**config.mk**
```make
export PLATFORM = sky130hd
export DESIGN_NAME = time_display_driver_flat
export DESIGN_NICKNAME = d
export VERILOG_FILES = /design/src/rtl/time_display_driver_if.sv /design/src/rtl/time_display_driver.sv /design/src/flat_wrapper.sv
export SDC_FILE = /design/constraint.sdc
export NUM_CORES = 1
export LEC_CHECK = 0
export CAP_MARGIN = 0
export CORE_MARGIN = 2
export CORE_UTILIZATION = 51
export DETAILED_ROUTE_END_ITERATION = 10
export PLACE_DENSITY = 0.82
export REMOVE_ABC_BUFFERS = 1
export SLEW_MARGIN = 5
export SYNTH_ARGS = -nofsm -noshare
export SYNTH_HDL_FRONTEND = slang
export SYNTH_SLANG_ARGS = --single-unit
```
**constraint.sdc**
```tcl
create_clock -name clk -period 2.6 [get_ports clk]
set_input_delay 0.39 -clock clk [delete_from_list [all_inputs] [get_ports clk]]
set_output_delay 0.39 -clock clk [all_outputs]
set_load 0.02 [all_outputs]
```
**src/rtl/time_display_driver_if.sv**
```systemverilog
// time_display_driver_if: time/alarm fields in, seven-segment digits and status out
interface time_display_driver_if;
  logic       tick_2hz;
  logic       show_alarm;
  logic       mode12;
  logic       alrm;
  logic [7:0] sec;
  logic [7:0] min;
  logic [7:0] hrs;
  logic [7:0] sec_alrm;
  logic [7:0] min_alrm;
  logic [7:0] hrs_alrm;
  logic [6:0] SEC_LSD;
  logic [6:0] SEC_MSD;
  logic [6:0] MIN_LSD;
  logic [6:0] MIN_MSD;
  logic [6:0] HR_LSD;
  logic [6:0] HR_MSD;
  logic       pm;
  logic       busy;
  modport master (
    output tick_2hz, show_alarm, mode12, alrm, sec, min, hrs, sec_alrm, min_alrm, hrs_alrm,
    input  SEC_LSD, SEC_MSD, MIN_LSD, MIN_MSD, HR_LSD, HR_MSD, pm, busy
  );
  modport slave (
    input  tick_2hz, show_alarm, mode12, alrm, sec, min, hrs, sec_alrm, min_alrm, hrs_alrm,
    output SEC_LSD, SEC_MSD, MIN_LSD, MIN_MSD, HR_LSD, HR_MSD, pm, busy
  );
endinterface

```
**src/rtl/time_display_driver.sv**
```systemverilog
// time_display_driver: sequential double-dabble of sec/min/hrs into six active-low digits,
// with 12/24-hour mapping, PM flag and alarm blinking
module time_display_driver (
  input logic clk,
  input logic reset,
  time_display_driver_if.slave bus
);
  typedef enum logic [1:0] {IDLE, SHIFT, COMMIT} state_t;
  localparam logic [41:0] BLANK = {6{7'h7F}};
  state_t      state_q, state_d;
  logic [19:0] sr_q, sr_d;
  logic [2:0]  cnt_q, cnt_d;
  logic [1:0]  fld_q, fld_d;
  logic [7:0]  min_q, min_d, hr_q, hr_d;
  logic        pm_s_q, pm_s_d;
  logic [11:0] bs_q, bs_d, bm_q, bm_d, bh_q, bh_d;
  logic [41:0] sh_q, sh_d, out_q, out_d;
  logic        sh_pm_q, sh_pm_d, pm_q, pm_d, blink_q, blink_d;
  logic [7:0]  s_sel, m_sel, h_sel, h_map;
  logic        pm_map;
  logic [19:0] shf;
  function automatic logic [3:0] a3(input logic [3:0] n);
    return n >= 4'd5 ? n + 4'd3 : n;
  endfunction
  function automatic logic [6:0] seg(input logic [3:0] d);
    case (d)
      4'd0: return 7'h40;
      4'd1: return 7'h79;
      4'd2: return 7'h24;
      4'd3: return 7'h30;
      4'd4: return 7'h19;
      4'd5: return 7'h12;
      4'd6: return 7'h02;
      4'd7: return 7'h78;
      4'd8: return 7'h00;
      4'd9: return 7'h10;
      default: return 7'h7F;
    endcase
  endfunction
  function automatic logic [13:0] pair(input logic [11:0] b);
    return |b[11:8] ? {7'h3F, 7'h3F} : {seg(b[7:4]), seg(b[3:0])};
  endfunction
  always_comb begin
    s_sel  = bus.show_alarm ? bus.sec_alrm : bus.sec;
    m_sel  = bus.show_alarm ? bus.min_alrm : bus.min;
    h_sel  = bus.show_alarm ? bus.hrs_alrm : bus.hrs;
    // out-of-range 12-hour values map to 255 so the range rule dashes them
    h_map  = !bus.mode12 ? h_sel : h_sel == 8'd0 ? 8'd12 : h_sel <= 8'd12 ? h_sel :
             h_sel <= 8'd23 ? h_sel - 8'd12 : 8'd255;
    pm_map = bus.mode12 && h_sel >= 8'd12 && h_sel <= 8'd23;
    shf    = {a3(sr_q[19:16]), a3(sr_q[15:12]), a3(sr_q[11:8]), sr_q[7:0]} << 1;
  end
  always_comb begin
    state_d = state_q;
    sr_d    = sr_q;
    cnt_d   = cnt_q;
    fld_d   = fld_q;
    min_d   = min_q;
    hr_d    = hr_q;
    pm_s_d  = pm_s_q;
    bs_d    = bs_q;
    bm_d    = bm_q;
    bh_d    = bh_q;
    sh_d    = sh_q;
    sh_pm_d = sh_pm_q;
    case (state_q)
      IDLE: begin
        sr_d    = {12'd0, s_sel};
        min_d   = m_sel;
        hr_d    = h_map;
        pm_s_d  = pm_map;
        cnt_d   = 3'd0;
        fld_d   = 2'd0;
        state_d = SHIFT;
      end
      SHIFT: begin
        sr_d  = shf;
        cnt_d = cnt_q + 3'd1;
        if (cnt_q == 3'd7) begin
          fld_d = fld_q + 2'd1;
          sr_d  = {12'd0, fld_q == 2'd0 ? min_q : hr_q};
          if (fld_q == 2'd0) bs_d = shf[19:8];
          if (fld_q == 2'd1) bm_d = shf[19:8];
          if (fld_q == 2'd2) begin
            bh_d    = shf[19:8];
            state_d = COMMIT;
          end
        end
      end
      COMMIT: begin
        sh_d    = {pair(bh_q), pair(bm_q), pair(bs_q)};
        sh_pm_d = pm_s_q;
        state_d = IDLE;
      end
      default: state_d = IDLE;
    endcase
    blink_d = !bus.alrm ? 1'b0 : bus.tick_2hz ? !blink_q : blink_q;
    out_d   = blink_q ? BLANK : sh_q;
    pm_d    = !blink_q && sh_pm_q;
  end
  always_ff @(posedge clk) begin
    if (reset) begin
      state_q <= IDLE;
      sr_q    <= '0;
      cnt_q   <= '0;
      fld_q   <= '0;
      min_q   <= '0;
      hr_q    <= '0;
      pm_s_q  <= 1'b0;
      bs_q    <= '0;
      bm_q    <= '0;
      bh_q    <= '0;
      sh_q    <= BLANK;
      sh_pm_q <= 1'b0;
      blink_q <= 1'b0;
      out_q   <= BLANK;
      pm_q    <= 1'b0;
    end else begin
      state_q <= state_d;
      sr_q    <= sr_d;
      cnt_q   <= cnt_d;
      fld_q   <= fld_d;
      min_q   <= min_d;
      hr_q    <= hr_d;
      pm_s_q  <= pm_s_d;
      bs_q    <= bs_d;
      bm_q    <= bm_d;
      bh_q    <= bh_d;
      sh_q    <= sh_d;
      sh_pm_q <= sh_pm_d;
      blink_q <= blink_d;
      out_q   <= out_d;
      pm_q    <= pm_d;
    end
  end
  assign {bus.HR_MSD, bus.HR_LSD, bus.MIN_MSD, bus.MIN_LSD, bus.SEC_MSD, bus.SEC_LSD} = out_q;
  assign bus.pm   = pm_q;
  assign bus.busy = state_q != IDLE;
endmodule

```
**src/flat_wrapper.sv**
```systemverilog
// flat-port wrapper written by rule: the top's interface ports become plain ports
module time_display_driver_flat 
  (clk, reset, bus_tick_2hz, bus_show_alarm, bus_mode12, bus_alrm, bus_sec, bus_min, bus_hrs, bus_sec_alrm, bus_min_alrm, bus_hrs_alrm, bus_SEC_LSD, bus_SEC_MSD, bus_MIN_LSD, bus_MIN_MSD, bus_HR_LSD, bus_HR_MSD, bus_pm, bus_busy);
  time_display_driver_if bus_i ();
  input logic clk;
  input logic reset;
  input wire logic [$bits(bus_i.tick_2hz)-1:0] bus_tick_2hz;
  input wire logic [$bits(bus_i.show_alarm)-1:0] bus_show_alarm;
  input wire logic [$bits(bus_i.mode12)-1:0] bus_mode12;
  input wire logic [$bits(bus_i.alrm)-1:0] bus_alrm;
  input wire logic [$bits(bus_i.sec)-1:0] bus_sec;
  input wire logic [$bits(bus_i.min)-1:0] bus_min;
  input wire logic [$bits(bus_i.hrs)-1:0] bus_hrs;
  input wire logic [$bits(bus_i.sec_alrm)-1:0] bus_sec_alrm;
  input wire logic [$bits(bus_i.min_alrm)-1:0] bus_min_alrm;
  input wire logic [$bits(bus_i.hrs_alrm)-1:0] bus_hrs_alrm;
  output wire logic [$bits(bus_i.SEC_LSD)-1:0] bus_SEC_LSD;
  output wire logic [$bits(bus_i.SEC_MSD)-1:0] bus_SEC_MSD;
  output wire logic [$bits(bus_i.MIN_LSD)-1:0] bus_MIN_LSD;
  output wire logic [$bits(bus_i.MIN_MSD)-1:0] bus_MIN_MSD;
  output wire logic [$bits(bus_i.HR_LSD)-1:0] bus_HR_LSD;
  output wire logic [$bits(bus_i.HR_MSD)-1:0] bus_HR_MSD;
  output wire logic [$bits(bus_i.pm)-1:0] bus_pm;
  output wire logic [$bits(bus_i.busy)-1:0] bus_busy;
  assign bus_i.tick_2hz = bus_tick_2hz;
  assign bus_i.show_alarm = bus_show_alarm;
  assign bus_i.mode12 = bus_mode12;
  assign bus_i.alrm = bus_alrm;
  assign bus_i.sec = bus_sec;
  assign bus_i.min = bus_min;
  assign bus_i.hrs = bus_hrs;
  assign bus_i.sec_alrm = bus_sec_alrm;
  assign bus_i.min_alrm = bus_min_alrm;
  assign bus_i.hrs_alrm = bus_hrs_alrm;
  assign bus_SEC_LSD = bus_i.SEC_LSD;
  assign bus_SEC_MSD = bus_i.SEC_MSD;
  assign bus_MIN_LSD = bus_i.MIN_LSD;
  assign bus_MIN_MSD = bus_i.MIN_MSD;
  assign bus_HR_LSD = bus_i.HR_LSD;
  assign bus_HR_MSD = bus_i.HR_MSD;
  assign bus_pm = bus_i.pm;
  assign bus_busy = bus_i.busy;
  time_display_driver u_core (.clk(clk), .reset(reset), .bus(bus_i));
endmodule
```
==> results.md <==
* Status: finished clean
* Design Power at between 6 and 7 mW
* Die Y-Extent at approximately 140 µm
* Share of layout cells above drive strength 1 at 0.126
* Drc violations at 0
* GRT Resource Usage Total at 0.218
* IO Port Bufs at a little under 100
* Predominant post-synthesis flop cell: dfxtp_1
* Distinct cells, synth at 76
* Syn Area/Cell at 9.11 µm²
* Clk buf depth at 3
* Placer Congestion at between 0.8 and 0.9
* Largest net degree at the start of global routing at 45
* Starting DRC count in detailed routing at slightly below 500
* Die span in x at between 100 and 150 µm
* Worst endpoint data arrival time at around 2.1 ns
* Worst Max-Slew Pin Slew at between 0.7 and 0.8 ns
* Max FO, Critical Path at 13
* Final hold vios at 0
* FMAX at between 400 and 500 MHz
* Startpoint types: flop
* Clock Skew at ~0.007 ns
* Relative slew margins at 0.496
* Core Area at between 15,000 and 20,000 µm²
* DP Wirelength at 14,700 µm
* Max-slew violations at 0
* Crit path kind: reg -> out
* Worst hold path type: in -> reg
* Initial core utilization at 0.525
* Worst skew pair latency at 0.50 ns
* Final WL at roughly 21,000 µm
* Top-Level Pins at just under 100
* Number of buffers added for setup after CTS at 0
* Row count at 48
* Synthesis-to-finish area growth at 24.2%
* Peak supply drop at ~0.42 mV
* Seq cells post-synth at roughly 210
* Mapped cell area at slightly above 9000 µm²
* M3 GR Usage at 0.0340
* Final setup violation count at 0
* Grt met2 use at 0.382
* TritonCTS Buffers at 22
* Worst Setup End Kind: output port
* Vias in the first global route at a little over 7,000
* R2r setup slk at about 0.17 ns
* Fraction of registers with async set/reset at 0
* CTS H-tree lvls at 1
* Non-filler instance count after layout at roughly 1,400
* Number of enable flip-flop cells after synthesis at 0
* M1 GR Usage at 0.277
* WP data required at 2.21 ns
* First-pass GRT wire length at between 30,000 and 40,000 µm
* Initial DRT Pass Iterations at 5
* Post-CTS Hold Buffers at 0
* Leak at 4.59 nW
* Number of fill cells at around 1,400
* CTS clk-pin slew, worst paths at 0.06 ns
* N_diodes at 0
* GR Overflow Total at 0
* Via density at ~5.6
* Max-cap violations at 0
* Cells after DPL at between 1,000 and 1,500
* Clock sinks at between 200 and 250
* Initial antenna violation count at 0
* CTS tree: done
* Nets at around 1,200
* GR peak layer: met2
* Crit path time final at 2.48 ns
* Yosys warning count at 0
* Die area at ~19,000 µm²
* Power Density at between 500 and 600 nW/µm²
* Post-Synthesis Cells at ~1,000
* WHS at 0.288 ns
* WL per Instance at between 15 and 20 µm
* Final period util at 0.954
* CTS root buffer: clkbuf_16
* Post-DRT Antenna Nets at 0
* Sequential area share after synthesis at 0.458
* Via count at 7,635
==> worst max-delay path, stage by stage (launching register included) <==
cell and delay, ns:
dfxtp_1 0.53, buf_4 0.28, nor2_1 0.09, clkinv_1 0.09, clkdlybuf4s50_1 0.60
==> placed cells by master, fill, tap and decap left out, types with 11 or more instances in the layout <==
master / instances
a22oi_1: 11
ha_1: 43
inv_1: 38
nor3_1: 21
mux2i_1: 23
nor2b_1: 16
o22ai_1: 38
clkbuf_16: 23
nor2_1: 68
o21ai_0: 35
a21oi_1: 64
or3_1: 44
buf_4: 59
nand2_1: 118
dfxtp_1: 208
nand3_1: 18
a211oi_1: 29
clkdlybuf4s50_1: 96
==> layout make-up <==
| cell class | count | area, µm² | share of cell area |
|---|---|---|---|
| tap | 225 | 282 | 0.0248 |
| sequential | 209 | 4190 | 0.369 |
| multi-input combinational | 686 | 4580 | 0.403 |
| clock inverter | 12 | 98.8 | 0.00871 |
| inverter | 44 | 176 | 0.0155 |
| clock buffer | 27 | 631 | 0.0555 |
| timing repair buffer | 155 | 1400 | 0.124 |
==> worst paths after layout <==
| check | cells after the start | endpoint | start |
|---|---|---|---|
| worst max-delay path | 4 | bus_busy | u_core.state_q[1] |
| worst min-delay path | 2 | u_core.bs_q[1] | reset |
| worst max register to register | 10 | flop | u_core.sr_q[9] |
| worst min register to register | 2 | u_core.sh_q[13] | flop |
==> metal layers <==
layer / part of all wire / vias up
met2: 0.49 / 194
met5: 0 / -
met1: 0.44 / 3572
met4: 0.021 / 0
met3: 0.046 / 37
li1: - / 3832
==> power by group <==
| part | internal (mW) | switching, mW | leakage [nW] |
|---|---|---|---|
| registers | 3.23 | 0.0226 | 1.69 |
| logic | 0.169 | 0.179 | 2.54 |
| clock network | 1.83 | 1.27 | 0.355 |
==> cell families after synthesis <==
family / after synthesis / share of synthesized area
muxes: 27 / 0.0301
and+or+nand+nor: 349 / 0.199
AOI/OAI and AO/OA: 263 / 0.201
DFF: 209 / 0.458
buffers and inverters: 109 / 0.0499
xor gates and xnor gates: 3 / 0.00287
adders and majority gates: 44 / 0.0602
==> Yosys cell counts (3+ instances only) <==
| cell | instances | area (µm²) |
|---|---|---|
| o21a_1 | 4 | 30.0 |
| nor3b_1 | 5 | 37.5 |
| nand3_1 | 18 | 90.1 |
| o22ai_1 | 38 | 238 |
| a32oi_1 | 3 | 26.3 |
| and3_1 | 8 | 50.1 |
| o21ai_0 | 35 | 175 |
| nand2b_1 | 10 | 62.6 |
| and4b_1 | 4 | 40.0 |
| o32a_1 | 4 | 40.0 |
| nand3b_1 | 3 | 22.5 |
| and2_1 | 7 | 43.8 |
| inv_1 | 39 | 146 |
| o221ai_1 | 3 | 26.3 |
| nand2_1 | 118 | 443 |
| a211o_1 | 10 | 87.6 |
| nand4b_4 | 3 | 71.3 |
| buf_1 | 5 | 18.8 |
| a21o_1 | 3 | 22.5 |
| clkbuf_1 | 37 | 139 |
| a22oi_1 | 11 | 82.6 |
| buf_2 | 20 | 100 |
| nor2b_1 | 17 | 106 |
| o31a_1 | 4 | 35.0 |
| buf_4 | 3 | 22.5 |
| mux2_2 | 4 | 45.0 |
| a311oi_1 | 5 | 43.8 |
| nor3_1 | 22 | 110 |
| ha_1 | 44 | 551 |
| a31oi_1 | 5 | 31.3 |
| o31ai_1 | 5 | 37.5 |
| a311o_2 | 3 | 33.8 |
| nor2_1 | 68 | 255 |
| o311ai_0 | 3 | 26.3 |
| nor4_1 | 5 | 31.3 |
| a211oi_1 | 29 | 218 |
| mux2i_1 | 23 | 230 |
| dfxtp_1 | 209 | 4180 |
| nor3_4 | 3 | 48.8 |
| o41ai_1 | 5 | 43.8 |
| or3_1 | 44 | 275 |
| a21oi_1 | 64 | 320 |
| o211ai_1 | 3 | 22.5 |
==> what timing repair did <==
item,4_1_cts,5_1_grt
pin swaps,0,1
resized for setup,3,10
endpoints found under the setup margin,8,20
==> per-stage QoR <==
step | area, µm² | setup WS, ns | TNS (ns) | utilization
floorplan | 8860 | -1.08 | -42.33 | -
global placement | 10600 | 0.0728 | 0 | 0.606
detailed placement | 10600 | -0.0555 | -0.0594 | 0.606
CTS | 11300 | 0.0257 | 0 | 0.648
global route | 11400 | -0.00632 | -0.00632 | 0.652
finish | 11400 | 0.121 | 0 | 0.652
(Power assumes the default switching activity.)
